===== src/rtl/pong_pkg.sv =====
// Shared Pong definitions: score FSM states, screen/goal defaults, field widths.
package pong_pkg;

   localparam int unsigned SCREEN_W    = 640;
   localparam int unsigned X_W         = 10;
   localparam int unsigned SCORE_W     = 4;
   localparam int unsigned SERVE_CNT_W = 8;

   localparam logic [X_W-1:0] LEFT_GOAL_DEF  = 10'd2;
   localparam logic [X_W-1:0] RIGHT_GOAL_DEF = 10'd637;

   typedef enum logic [2:0] {
      ST_IDLE,
      ST_SERVE,
      ST_PLAY,
      ST_POINT,
      ST_OVER
   } state_e;

   // Increment a score but never past the match limit, so BCD can never wrap.
   function automatic logic [SCORE_W-1:0] score_inc(input logic [SCORE_W-1:0] s,
                                                     input logic [SCORE_W-1:0] lim);
      return (s >= lim) ? lim : s + SCORE_W'(1);
   endfunction

endpackage


===== src/rtl/rise_detect.sv =====
// Rising-edge detector; history resets high so a level held through reset is not an edge.
module rise_detect (
   input  logic clk_100MHz,
   input  logic reset,
   input  logic level,
   output logic rise_c
);

   logic level_q;

   always_ff @(posedge clk_100MHz or posedge reset) begin
      if (reset) level_q <= 1'b1;
      else       level_q <= level;
   end

   assign rise_c = level & ~level_q;

endmodule


===== src/rtl/score_tracker.sv =====
// Pong match referee: serve delay, goal detection, BCD scores and game-over.
// Optional macro SCORE_TRACKER_SERVE_BUTTON_EN: after the serve delay, wait for a start press.
module score_tracker
   import pong_pkg::*;
#(
   parameter int unsigned     WIN_SCORE    = 9,
   parameter int unsigned     SERVE_FRAMES = 60,
   parameter logic [X_W-1:0]  LEFT_GOAL    = LEFT_GOAL_DEF,
   parameter logic [X_W-1:0]  RIGHT_GOAL   = RIGHT_GOAL_DEF
) (
   input  logic               clk_100MHz,
   input  logic               reset,
   input  logic               frame_tick,
   input  logic [X_W-1:0]     ball_x,
   input  logic               ball_valid,
   input  logic               start,
   output logic               score_A,
   output logic               score_B,
   output logic [SCORE_W-1:0] score_A_bcd,
   output logic [SCORE_W-1:0] score_B_bcd,
   output logic               ball_freeze,
   output logic               serve_dir,
   output logic               game_over,
   output logic               winner
);

   localparam logic [SCORE_W-1:0]     WIN_Q      = SCORE_W'(WIN_SCORE);
   localparam logic [SERVE_CNT_W-1:0] SERVE_LOAD = SERVE_CNT_W'(SERVE_FRAMES);

   state_e                 state_q, state_d;
   logic [SERVE_CNT_W-1:0] cnt_q, cnt_d;
   logic [SCORE_W-1:0]     score_a_d, score_b_d, inc_a_c, inc_b_c;
   logic                   point_b_q, point_b_d;
   logic                   dir_d, winner_d;
   logic                   pulse_a_d, pulse_b_d, freeze_d, over_d;
   logic                   start_rise_c, goal_left_c, goal_right_c;

   rise_detect u_start_rise (
      .clk_100MHz (clk_100MHz),
      .reset      (reset),
      .level      (start),
      .rise_c     (start_rise_c)
   );

   // Left goal has priority if a misconfiguration makes both edges overlap.
   assign goal_left_c  = frame_tick & ball_valid & (ball_x <= LEFT_GOAL);
   assign goal_right_c = frame_tick & ball_valid & (ball_x >= RIGHT_GOAL) & ~goal_left_c;
   assign inc_a_c      = score_inc(score_A_bcd, WIN_Q);
   assign inc_b_c      = score_inc(score_B_bcd, WIN_Q);

   // Next-state and next-output logic.
   always_comb begin
      state_d   = state_q;
      cnt_d     = cnt_q;
      score_a_d = score_A_bcd;
      score_b_d = score_B_bcd;
      point_b_d = point_b_q;
      dir_d     = serve_dir;
      winner_d  = winner;

      unique case (state_q)
         ST_IDLE: begin
            if (start_rise_c) begin
               state_d = ST_SERVE;
               cnt_d   = SERVE_LOAD;
            end
         end

         ST_SERVE: begin
`ifdef SCORE_TRACKER_SERVE_BUTTON_EN
            // Counter parked at zero means the delay expired and we await a press.
            if (cnt_q == '0) begin
               if (start_rise_c) state_d = ST_PLAY;
            end else if (frame_tick) begin
               cnt_d = cnt_q - SERVE_CNT_W'(1);
            end
`else
            if (frame_tick) begin
               if (cnt_q <= SERVE_CNT_W'(1)) begin
                  cnt_d   = '0;
                  state_d = ST_PLAY;
               end else begin
                  cnt_d = cnt_q - SERVE_CNT_W'(1);
               end
            end
`endif
         end

         ST_PLAY: begin
            if (goal_left_c) begin
               state_d   = ST_POINT;
               point_b_d = 1'b1;
               dir_d     = 1'b0;
            end else if (goal_right_c) begin
               state_d   = ST_POINT;
               point_b_d = 1'b0;
               dir_d     = 1'b1;
            end
         end

         ST_POINT: begin
            if (point_b_q) begin
               score_b_d = inc_b_c;
            end else begin
               score_a_d = inc_a_c;
            end
            if ((point_b_q ? inc_b_c : inc_a_c) == WIN_Q) begin
               state_d  = ST_OVER;
               winner_d = point_b_q;
            end else begin
               state_d = ST_SERVE;
               cnt_d   = SERVE_LOAD;
            end
         end

         ST_OVER: begin
            if (start_rise_c) begin
               state_d   = ST_SERVE;
               cnt_d     = SERVE_LOAD;
               score_a_d = '0;
               score_b_d = '0;
               dir_d     = 1'b0;
               winner_d  = 1'b0;
            end
         end

         default: state_d = ST_IDLE;
      endcase

      pulse_a_d = (state_d == ST_POINT) & ~point_b_d;
      pulse_b_d = (state_d == ST_POINT) &  point_b_d;
      freeze_d  = (state_d != ST_PLAY);
      over_d    = (state_d == ST_OVER);
   end

   // State and registered outputs.
   always_ff @(posedge clk_100MHz or posedge reset) begin
      if (reset) begin
         state_q     <= ST_IDLE;
         cnt_q       <= '0;
         point_b_q   <= 1'b0;
         score_A_bcd <= '0;
         score_B_bcd <= '0;
         score_A     <= 1'b0;
         score_B     <= 1'b0;
         ball_freeze <= 1'b1;
         serve_dir   <= 1'b0;
         game_over   <= 1'b0;
         winner      <= 1'b0;
      end else begin
         state_q     <= state_d;
         cnt_q       <= cnt_d;
         point_b_q   <= point_b_d;
         score_A_bcd <= score_a_d;
         score_B_bcd <= score_b_d;
         score_A     <= pulse_a_d;
         score_B     <= pulse_b_d;
         ball_freeze <= freeze_d;
         serve_dir   <= dir_d;
         game_over   <= over_d;
         winner      <= winner_d;
      end
   end

endmodule


===== config.mk =====
export PLATFORM = sky130hd
export DESIGN_NAME = score_tracker
export DESIGN_NICKNAME = d
export VERILOG_FILES = /design/src/rtl/pong_pkg.sv /design/src/rtl/rise_detect.sv /design/src/rtl/score_tracker.sv
export SDC_FILE = /design/constraint.sdc
export NUM_CORES = 1
export LEC_CHECK = 0
export CORE_MARGIN = 4
export CORE_UTILIZATION = 40
export DETAILED_ROUTE_END_ITERATION = 8
export DONT_BUFFER_PORTS = 1
export HOLD_SLACK_MARGIN = 0.12
export PLACE_DENSITY = 0.6
export REMOVE_ABC_BUFFERS = 1
export SLEW_MARGIN = 20
export SYNTH_ARGS = -nofsm -noshare
export SYNTH_HDL_FRONTEND = slang
export SYNTH_SLANG_ARGS = --single-unit
export TNS_END_PERCENT = 50

===== constraint.sdc =====
create_clock -name clk_100MHz -period 2.6 [get_ports clk_100MHz]
set_clock_uncertainty 0.2 [all_clocks]
set_input_delay 0.52 -clock clk_100MHz [delete_from_list [all_inputs] [get_ports clk_100MHz]]
set_output_delay 0.52 -clock clk_100MHz [all_outputs]
set_load 0.03 [all_outputs]

After elaboration in Yosys (flattened, before gate mapping) --
Index checks and enable logic that the tools add are counted.
Storage, ports and cells: output and inout port bits 14, logic and storage cells 85, bits of input ports 15, flip-flop bits (word level) 27
Cells by class: bitwise operators 10, $lt $le $gt $ge 5, eq/ne operators 16, mux-type cells 29, reduce and logical (&&, ||, !) cells 10, add/sub/neg operators 3
Operators by type and width (count):
- 2-to-1 mux 8 bit | 4
- 2-to-1 mux 4 bit | 6
- one-hot mux 8 bit (3 select lines) | 1
- 2-to-1 mux 3 bit | 6
- one-hot mux 4 bit (2 select lines) | 2
- != test 2 bit, second input constant | 6
- one-hot mux 3 bit (4 select lines) | 1
- AND reduction 3 bit | 4
- greater-or-equal comparator 10 bit, second input constant | 1
- <= comparator 10 x 2 -> 1 bit, second input constant | 1
- == test 3 x 2 -> 1 bit, second input constant | 3
- adder 4 x 1 -> 4 bit, second input constant | 2
- greater-or-equal comparator 4 bit, second input constant | 2
- <= comparator 8 x 1 -> 1 bit, second input constant | 1
- subtractor 8 x 1 -> 8 bit, second input constant | 1
- AND 1 bit | 7
- 2-to-1 mux 1 bit | 7
- == test 3 bit, second input constant | 2
- == test 4 bit, second input constant | 1
- one-hot mux 1 bit (2 select lines) | 2
- AND reduction 4 bit | 1
- nonzero test 2 bit | 2
- == test 3 x 1 -> 1 bit, second input constant | 1
- zero test 3 bit | 1
- 6 further kinds | 8

Logic depth before layout (Yosys ltp) --
Gate-level depths: netlist of the first run.
depth after elaboration 9, depth in mapped cells 8, mapped depth without buffers 7

Modules after synthesis --
Synthesis of the first run repeated with hierarchy kept, for this count alone.
Second synthesis, totals: cell total of the unflattened synthesis 172, area total of the unflattened synthesis 1595.3 µm²
Modules (own cells, without submodules):
- score_tracker | area an instance 1551.5 µm², cells an instance 169, instances 1
- rise_detect | area an instance 43.8 µm², cells an instance 3, instances 1

Worst setup path after synthesis of the first run --
No wires, ideal clock.
path type register to register, start reg score_A_bcd[0], end reg ball_freeze, setup time 64 ps, required time 2336 ps, path slack 287 ps, cell stages (with the launch flop) 9, clock period less this slack 2313 ps, data arrival time 2049 ps, path through dfrtp_1 inv_1 ha_1 nor3_1 o311a_1 or2_1 buf_6 a221o_1 nand3_1
On the way: longest elaborated chain between the ends 7, elaborated cells on any way between the ends 8
RTL lines:
- start: declaration | line score_tracker.sv:19 | output logic [SCORE_W-1:0] score_A_bcd,
- start signal: assignment | line score_tracker.sv:154 | score_A_bcd <= score_a_d;
- adder 4 x 1 -> 4 bit or greater-or-equal comparator 4 bit (tied branches) | line pong_pkg.sv:23 | return (s >= lim) ? lim : s + SCORE_W'(1);
- 2-to-1 mux 4 bit (*) | line pong_pkg.sv:23
- 2-to-1 mux 4 bit (*) | line score_tracker.sv:107 | if ((point_b_q ? inc_b_c : inc_a_c) == WIN_Q) begin
- == test 4 bit (*) | line score_tracker.sv:107
- 2-to-1 mux 3 bit (*) | line score_tracker.sv:107
- one-hot mux 3 bit (4 select lines) (*) | line score_tracker.sv:61 | unique case (state_q)
- != test 3 x 2 -> 1 bit (*) | line score_tracker.sv:132 | freeze_d = (state_d != ST_PLAY);
- via freeze_d | line score_tracker.sv:35 | logic pulse_a_d, pulse_b_d, freeze_d, over_d;
- end signal: assignment | line score_tracker.sv:158 | ball_freeze <= freeze_d;
- end: declaration | line score_tracker.sv:21 | output logic ball_freeze,
Mark *: on every way through the listed nets, which the timed path passes. The rest lies on a longest branch. A chain may end at the register's enable or synchronous reset.

Worst setup path after layout of the first run --
start reg score_B_bcd[0], end reg cnt_q[1]
On the way: longest elaborated chain between the ends 6, elaborated cells on any way between the ends 7
RTL lines:
- start: declaration | line score_tracker.sv:20 | output logic [SCORE_W-1:0] score_B_bcd,
- start signal: assignment | line score_tracker.sv:155 | score_B_bcd <= score_b_d;
- adder 4 x 1 -> 4 bit or greater-or-equal comparator 4 bit (tied branches) | line pong_pkg.sv:23
- 2-to-1 mux 4 bit (*) | line pong_pkg.sv:23
- 2-to-1 mux 4 bit (*) | line score_tracker.sv:107
- == test 4 bit (*) | line score_tracker.sv:107
- != test 2 bit (no source line) (*)
- AND reduction 4 bit (no source line) (*)
- end signal: assignment | line score_tracker.sv:152 | cnt_q <= cnt_d;
- end: declaration | line score_tracker.sv:31 | logic [SERVE_CNT_W-1:0] cnt_q, cnt_d;
Mark *: on every way between the ends. The rest lies on a longest branch, timed or not.

==> impl_metrics.json, run 1 <==
{
  "rows": 22,
  "cts_tree": "yes",
  "avgRoutedWirePerCell_um": 15.2,
  "cts_sinks": 27,
  "drive_gt1_share_pct": 11.2,
  "root_buffer": "clkbuf_8",
  "viasPerCell": 5.76,
  "hold_viol": 0,
  "final_common_cell": "dfrtp_1",
  "ir_worst_vdd_mv": 0.275,
  "drt_iter0_drc": 54,
  "synthDistinctLibCells": 48,
  "cts_setup_buffers": 0,
  "hpwl_um": 2530,
  "timing.final.ws_setup_ns": 0.280,
  "max_clock_freq_ghz": 0.431,
  "die_h_um": 70.0,
  "worstMarginPinSlew_ns": 0.724,
  "async_reset_ff_share_pct": 100,
  "cp_data_required_time_ns": 2.57,
  "r2r-end": "cnt_q[1]$_DFFE_PP0P_",
  "cts_hold_buf": 2,
  "dr.pass1.iters": 4,
  "grt_usage_pct": 14.1,
  "final_nets": 194,
  "cts_resized": 0,
  "min_to": "score_A$_DFF_PP0_",
  "critical_path_class": "reg2reg",
  "finalCritPeriodShare_pct": 89.2,
  "setup_tns_ns": 0,
  "max_cap_violations": 0,
  "portBuffers": 0,
  "avgSynthCellArea_um2": 9.43,
  "slew_headroom_pct": 51.3,
  "routed_wl_um": 3310,
  "crit_fanout": 6,
  "cp-start-kind": "flop",
  "die_w_um": 70.0,
  "ys.flop_type": "dfrtp_1",
  "grt_start_max_net_pins": 28,
  "synth_edf_count": 0,
  "vias": 1255,
  "gr-total-overflow": 0,
  "dieArea_mm2": 0.00490,
  "dp_slack_ns": 0.301,
  "drv_slew": 0,
  "synthCells": 163,
  "syn_area_mm2": 0.00154,
  "cts_htree_levels": 1,
  "clockBufferDepth": 2,
  "reg2reg_from": "score_B_bcd[0]$_DFFE_PP0P_",
  "p_leak_uw": 0.000741,
  "hp-start": "ball_x[9]",
  "syn2layout_area_growth_pct": 9.28,
  "n_antenna_cell": 0,
  "ff2ff_path_depth": 7,
  "hold_path.class": "in2reg",
  "arrival_ns": 2.29,
  "outcome": "finished clean",
  "fin_crit_ns": 2.32,
  "hold_depth": 1,
  "antenna_found_initial": 0,
  "numCtsBuffers": 3,
  "yosys_warnings": 0,
  "p_per_area_mw_per_mm2": 716,
  "ant_nets": 0,
  "rsz0062_at_grt": "no",
  "synth-seq-cells": 27,
  "r2r_slack_ns": 0.28,
  "initial_core_util_pct": 41.7,
  "crit_path_end_kind": "flop",
  "fp.coreArea_mm2": 0.00369,
  "ys_seq_area_share_pct": 44.1,
  "grt_pass1_vias": 1227,
  "routabilityCongestion": 0.873,
  "grt_pass1_wl_um": 5740,
  "clk_pin_slew_ns": 0.10,
  "ioPinCount": 29,
  "clk_latency_ns": 0.27,
  "setup_viol": 0,
  "final_cell_mix": "dfrtp_1, o21ai_0, inv_1",
  "drcViolationCount": 0
}
## worst max-delay path, stage by stage, from the launching register on
cell,delay (ns)
dfrtp_1,0.42
buf_4,0.19
ha_1,0.23
or3_1,0.31
a21oi_1,0.24
or2_1,0.25
nor2_1,0.08
o32ai_1,0.28
## stage by stage
stage,hold WS [ns],instances,power [µW],instance area (µm²),utilization [%]
floorplan,0.291,159,863,1510,-
global placement,0.293,212,945,1610,43.7
detailed placement,0.301,212,962,1610,43.7
CTS,0.253,218,1210,1680,45.5
global route,0.252,218,1300,1680,45.5
finish,0.255,218,1200,1680,45.5
## cell families (layout without fill, tap and decap cells)
kind of cell | Yosys count | count (layout) | share of synthesized area, %
AO/OA/AOI/OAI | 56 | 56 | 23.9
adder cells (fa/ha/maj) | 8 | 8 | 6.51
flip-flops | 27 | 27 | 44.1
buffers and inverters | 17 | 24 | 4.72
AND/OR/NAND/NOR | 55 | 55 | 20.7
## per-layer routing
metal	global-route usage, %	part of all wire [%]
met1	19.3	48
met5	0	0
met2	22.2	45
met3	3.60	6.6
met4	3.19	0.42
## state kept, by name, summed over array words and instances (netlist names), 3 cells and up
register / count
cnt_q: 8
score_A_bcd: 4
score_B_bcd: 4
state_q: 3
## worst max path at each step
| stage | startpoint | to | depth (start not counted) |
|---|---|---|---|
| after detailed placement | score_B_bcd[0]$_DFFE_PP0P_ | cnt_q[1]$_DFFE_PP0P_ | 7 |
| after global routing | score_B_bcd[0]$_DFFE_PP0P_ | cnt_q[1]$_DFFE_PP0P_ | 7 |
| after global placement | score_B_bcd[0]$_DFFE_PP0P_ | cnt_q[1]$_DFFE_PP0P_ | 7 |
| after floorplan | score_A_bcd[0]$_DFFE_PP0P_ | cnt_q[3]$_DFFE_PP0P_ | 7 |
| final | score_B_bcd[0]$_DFFE_PP0P_ | cnt_q[1]$_DFFE_PP0P_ | 7 |
| after CTS | score_B_bcd[0]$_DFFE_PP0P_ | cnt_q[1]$_DFFE_PP0P_ | 7 |
## area by class of cell
cell class | instances | area [µm²]
tap | 48 | 60.1
timing repair buffer | 7 | 57.6
multi-input combinational | 119 | 786
sequential | 27 | 678
fill | 384 | 2010
inverter | 13 | 48.8
clock buffer | 3 | 41.3
clock inverter | 1 | 7.51
## where the power goes
group          internal (µW)  switching [µW]
logic                    148             209
registers                490             112
clock network            109             135
total                    746             456
## Yosys cell counts (2+ instances only)
cell type	count	area (µm²)
nand2b_1	3	18.8
dfstp_2	2	52.6
inv_1	13	48.8
nor3_1	4	20.0
nand4_1	2	12.5
a22o_2	3	30.0
nor2b_1	4	25.0
nor2_1	8	30.0
clkbuf_1	2	7.51
a21oi_1	12	60.1
dfrtp_1	25	626
ha_1	8	100
nor3b_1	3	22.5
a31oi_1	4	25.0
nand3b_1	3	22.5
nand3_1	4	20.0
nor4_1	3	18.8
nand2_1	11	41.3
o21ai_0	19	95.1
o211a_1	2	20.0
Power figures use the tool's default switching activity.
==> run 2: changes to the inputs <==
- CORE_UTILIZATION: 40 -> 35
- PLACE_DENSITY: 0.6 -> 0.55
==> run 2 against run 1 <==
Against the previous run: maximum frequency decreased by 6.2%; critical path depth unchanged; highest routed layer unchanged; global-route usage decreased by 0.19 points; largest power group unchanged; largest cell class unchanged.
==> impl_metrics.json, run 2 (synthesized netlist as in run 1, its figures left out) <==
{
  "outcome": "finished clean",
  "antenna_found_initial": 0,
  "final_cells": 220,
  "hold_depth": 1,
  "finalCritPeriodShare_pct": 95.1,
  "crit_path_end_kind": "flop",
  "dr.pass1.iters": 4,
  "cts_sinks": 27,
  "final_cell_mix": "dfrtp_1, o21ai_0, inv_1",
  "hold_path.class": "in2reg",
  "final_common_cell": "dfrtp_1",
  "fin_crit_ns": 2.47,
  "grt_usage_pct": 13.9,
  "hpwl_um": 2580,
  "cp_data_required_time_ns": 2.56,
  "hp-start": "ball_x[9]",
  "r2r-end": "winner$_DFFE_PP0P_",
  "max_clock_freq_ghz": 0.404,
  "r2r_slack_ns": 0.13,
  "total_power_uw": 1200,
  "initial_core_util_pct": 37.3,
  "min_to": "score_A$_DFF_PP0_",
  "rsz0062_at_grt": "no",
  "die_w_um": 74.3,
  "cts_tree": "yes",
  "largest_reg_flops": 8,
  "dieArea_mm2": 0.00551,
  "ant_nets": 0,
  "dp_cells": 214,
  "pwr-share-comb_pct": 29.4,
  "worstMarginPinSlew_ns": 0.698,
  "drv_slew": 0,
  "numCtsBuffers": 3,
  "fillCellCount": 405,
  "seq_power_share_pct": 50.7,
  "clockBufferDepth": 2,
  "setup_viol": 0,
  "final_nets": 194,
  "clk_pin_slew_ns": 0.09,
  "cp-start-kind": "flop",
  "portBuffers": 0,
  "regMostFlops": "cnt_q",
  "drcViolationCount": 0,
  "clk_latency_ns": 0.27,
  "ioPinCount": 29,
  "reg.largest.list": "cnt_q: 8 flops, score_A_bcd: 4 flops, score_B_bcd: 4 flops",
  "syn2layout_area_growth_pct": 9.20,
  "setup_tns_ns": 0,
  "grt_start_max_net_pins": 28,
  "rows": 23,
  "ff2ff_path_depth": 7,
  "grt_pass1_vias": 1311,
  "die_h_um": 74.3,
  "reg2reg_from": "score_B_bcd[1]$_DFFE_PP0P_",
  "p_leak_uw": 0.000742,
  "p_sw_share_pct": 37.7,
  "crit_fanout": 6,
  "drt_iter0_drc": 84,
  "fp.coreArea_mm2": 0.00412,
  "clockPowerShare_pct": 19.8,
  "cts_htree_levels": 1,
  "arrival_ns": 2.44,
  "gr-total-overflow": 0,
  "vias": 1262,
  "max_cap_violations": 0,
  "power_switching_uw": 452,
  "root_buffer": "clkbuf_8",
  "drive_gt1_share_pct": 10.6,
  "hold_viol": 0,
  "n_antenna_cell": 0,
  "cts_resized": 0,
  "critical_path_class": "reg2reg",
  "slew_headroom_pct": 53.0,
  "avgRoutedWirePerCell_um": 15.6,
  "viasPerCell": 5.74,
  "p_int_uw": 748,
  "grt_pass1_wl_um": 6030,
  "routabilityCongestion": 0.832,
  "routed_wl_um": 3440,
  "p_per_area_mw_per_mm2": 715,
  "ir_worst_vdd_mv": 0.221
}
[run 2: cell types whose count changed in the layout (fill, tap and decap cells not counted), sizes merged]
cell      previous run  this run
clkbuf               3         4
clkinvlp             1         0
[run 2: worst max-delay path by stage]
stage                                           from                   end  slack, ns
after global placement    score_B_bcd[1]$_DFFE_PP0P_    winner$_DFFE_PP0P_       0.26
after detailed placement  score_B_bcd[1]$_DFFE_PP0P_  cnt_q[1]$_DFFE_PP0P_       0.16
after CTS                 score_B_bcd[1]$_DFFE_PP0P_    winner$_DFFE_PP0P_       0.16
final                     score_B_bcd[1]$_DFFE_PP0P_    winner$_DFFE_PP0P_       0.13
after floorplan           score_A_bcd[0]$_DFFE_PP0P_  cnt_q[3]$_DFFE_PP0P_       0.31
after global routing      score_B_bcd[1]$_DFFE_PP0P_  cnt_q[1]$_DFFE_PP0P_     0.0003
[run 2: per-stage QoR]
stage / utilization [%] / area [µm²] / worst slack (ns) / hold WS [ns]
floorplan: - / 1510 / 0.308 / 0.291
global placement: 39.2 / 1610 / 0.262 / 0.293
detailed placement: 39.2 / 1610 / 0.160 / 0.304
CTS: 40.8 / 1680 / 0.156 / 0.257
global route: 40.8 / 1680 / 0.000304 / 0.259
finish: 40.8 / 1680 / 0.127 / 0.258
[run 2: critical path, stage by stage, from the launching register on]
cell,delay [ns]
dfrtp_1,0.59
inv_1,0.13
ha_1,0.31
or3_1,0.35
a21oi_1,0.19
or2_1,0.24
o21ai_0,0.13
a22o_2,0.22
[run 2: timing repair]
action,CTS,global route
hold buffers,2,0
endpoints found under the hold margin,26,0
setup endpoints to repair,0,0
buffers inserted,0,0
[run 2: layer usage]
| layer | track usage [%] | up-vias | wire length (µm) |
|---|---|---|---|
| met5 | 0 | - | 0 |
| met4 | 4.15 | 0 | 36 |
| met3 | 3.78 | 2 | 249 |
| met2 | 21.9 | 27 | 1570 |
| met1 | 18.7 | 617 | 1590 |
| li1 | - | 616 | - |
[run 2: final cells by class]
type	instances	area (µm²)	area share, %
clock buffers	4	45.0	2.68
inverters	13	48.8	2.91
multi-input cells	119	786	46.8
flip-flops and latches	27	678	40.4
well taps	50	62.6	3.73
repair buffers	7	57.6	3.43
[run 2: power groups by stage]
| stage | combinational (µW) | clock (µW) | sequential (µW) |
|---|---|---|---|
| after CTS | 354 | 243 | 606 |
| after floorplan | 268 | 0 | 596 |
| after global routing | 410 | 259 | 621 |
| after detailed placement | 353 | 0 | 611 |
| final | 353 | 238 | 609 |
| after global placement | 337 | 0 | 607 |
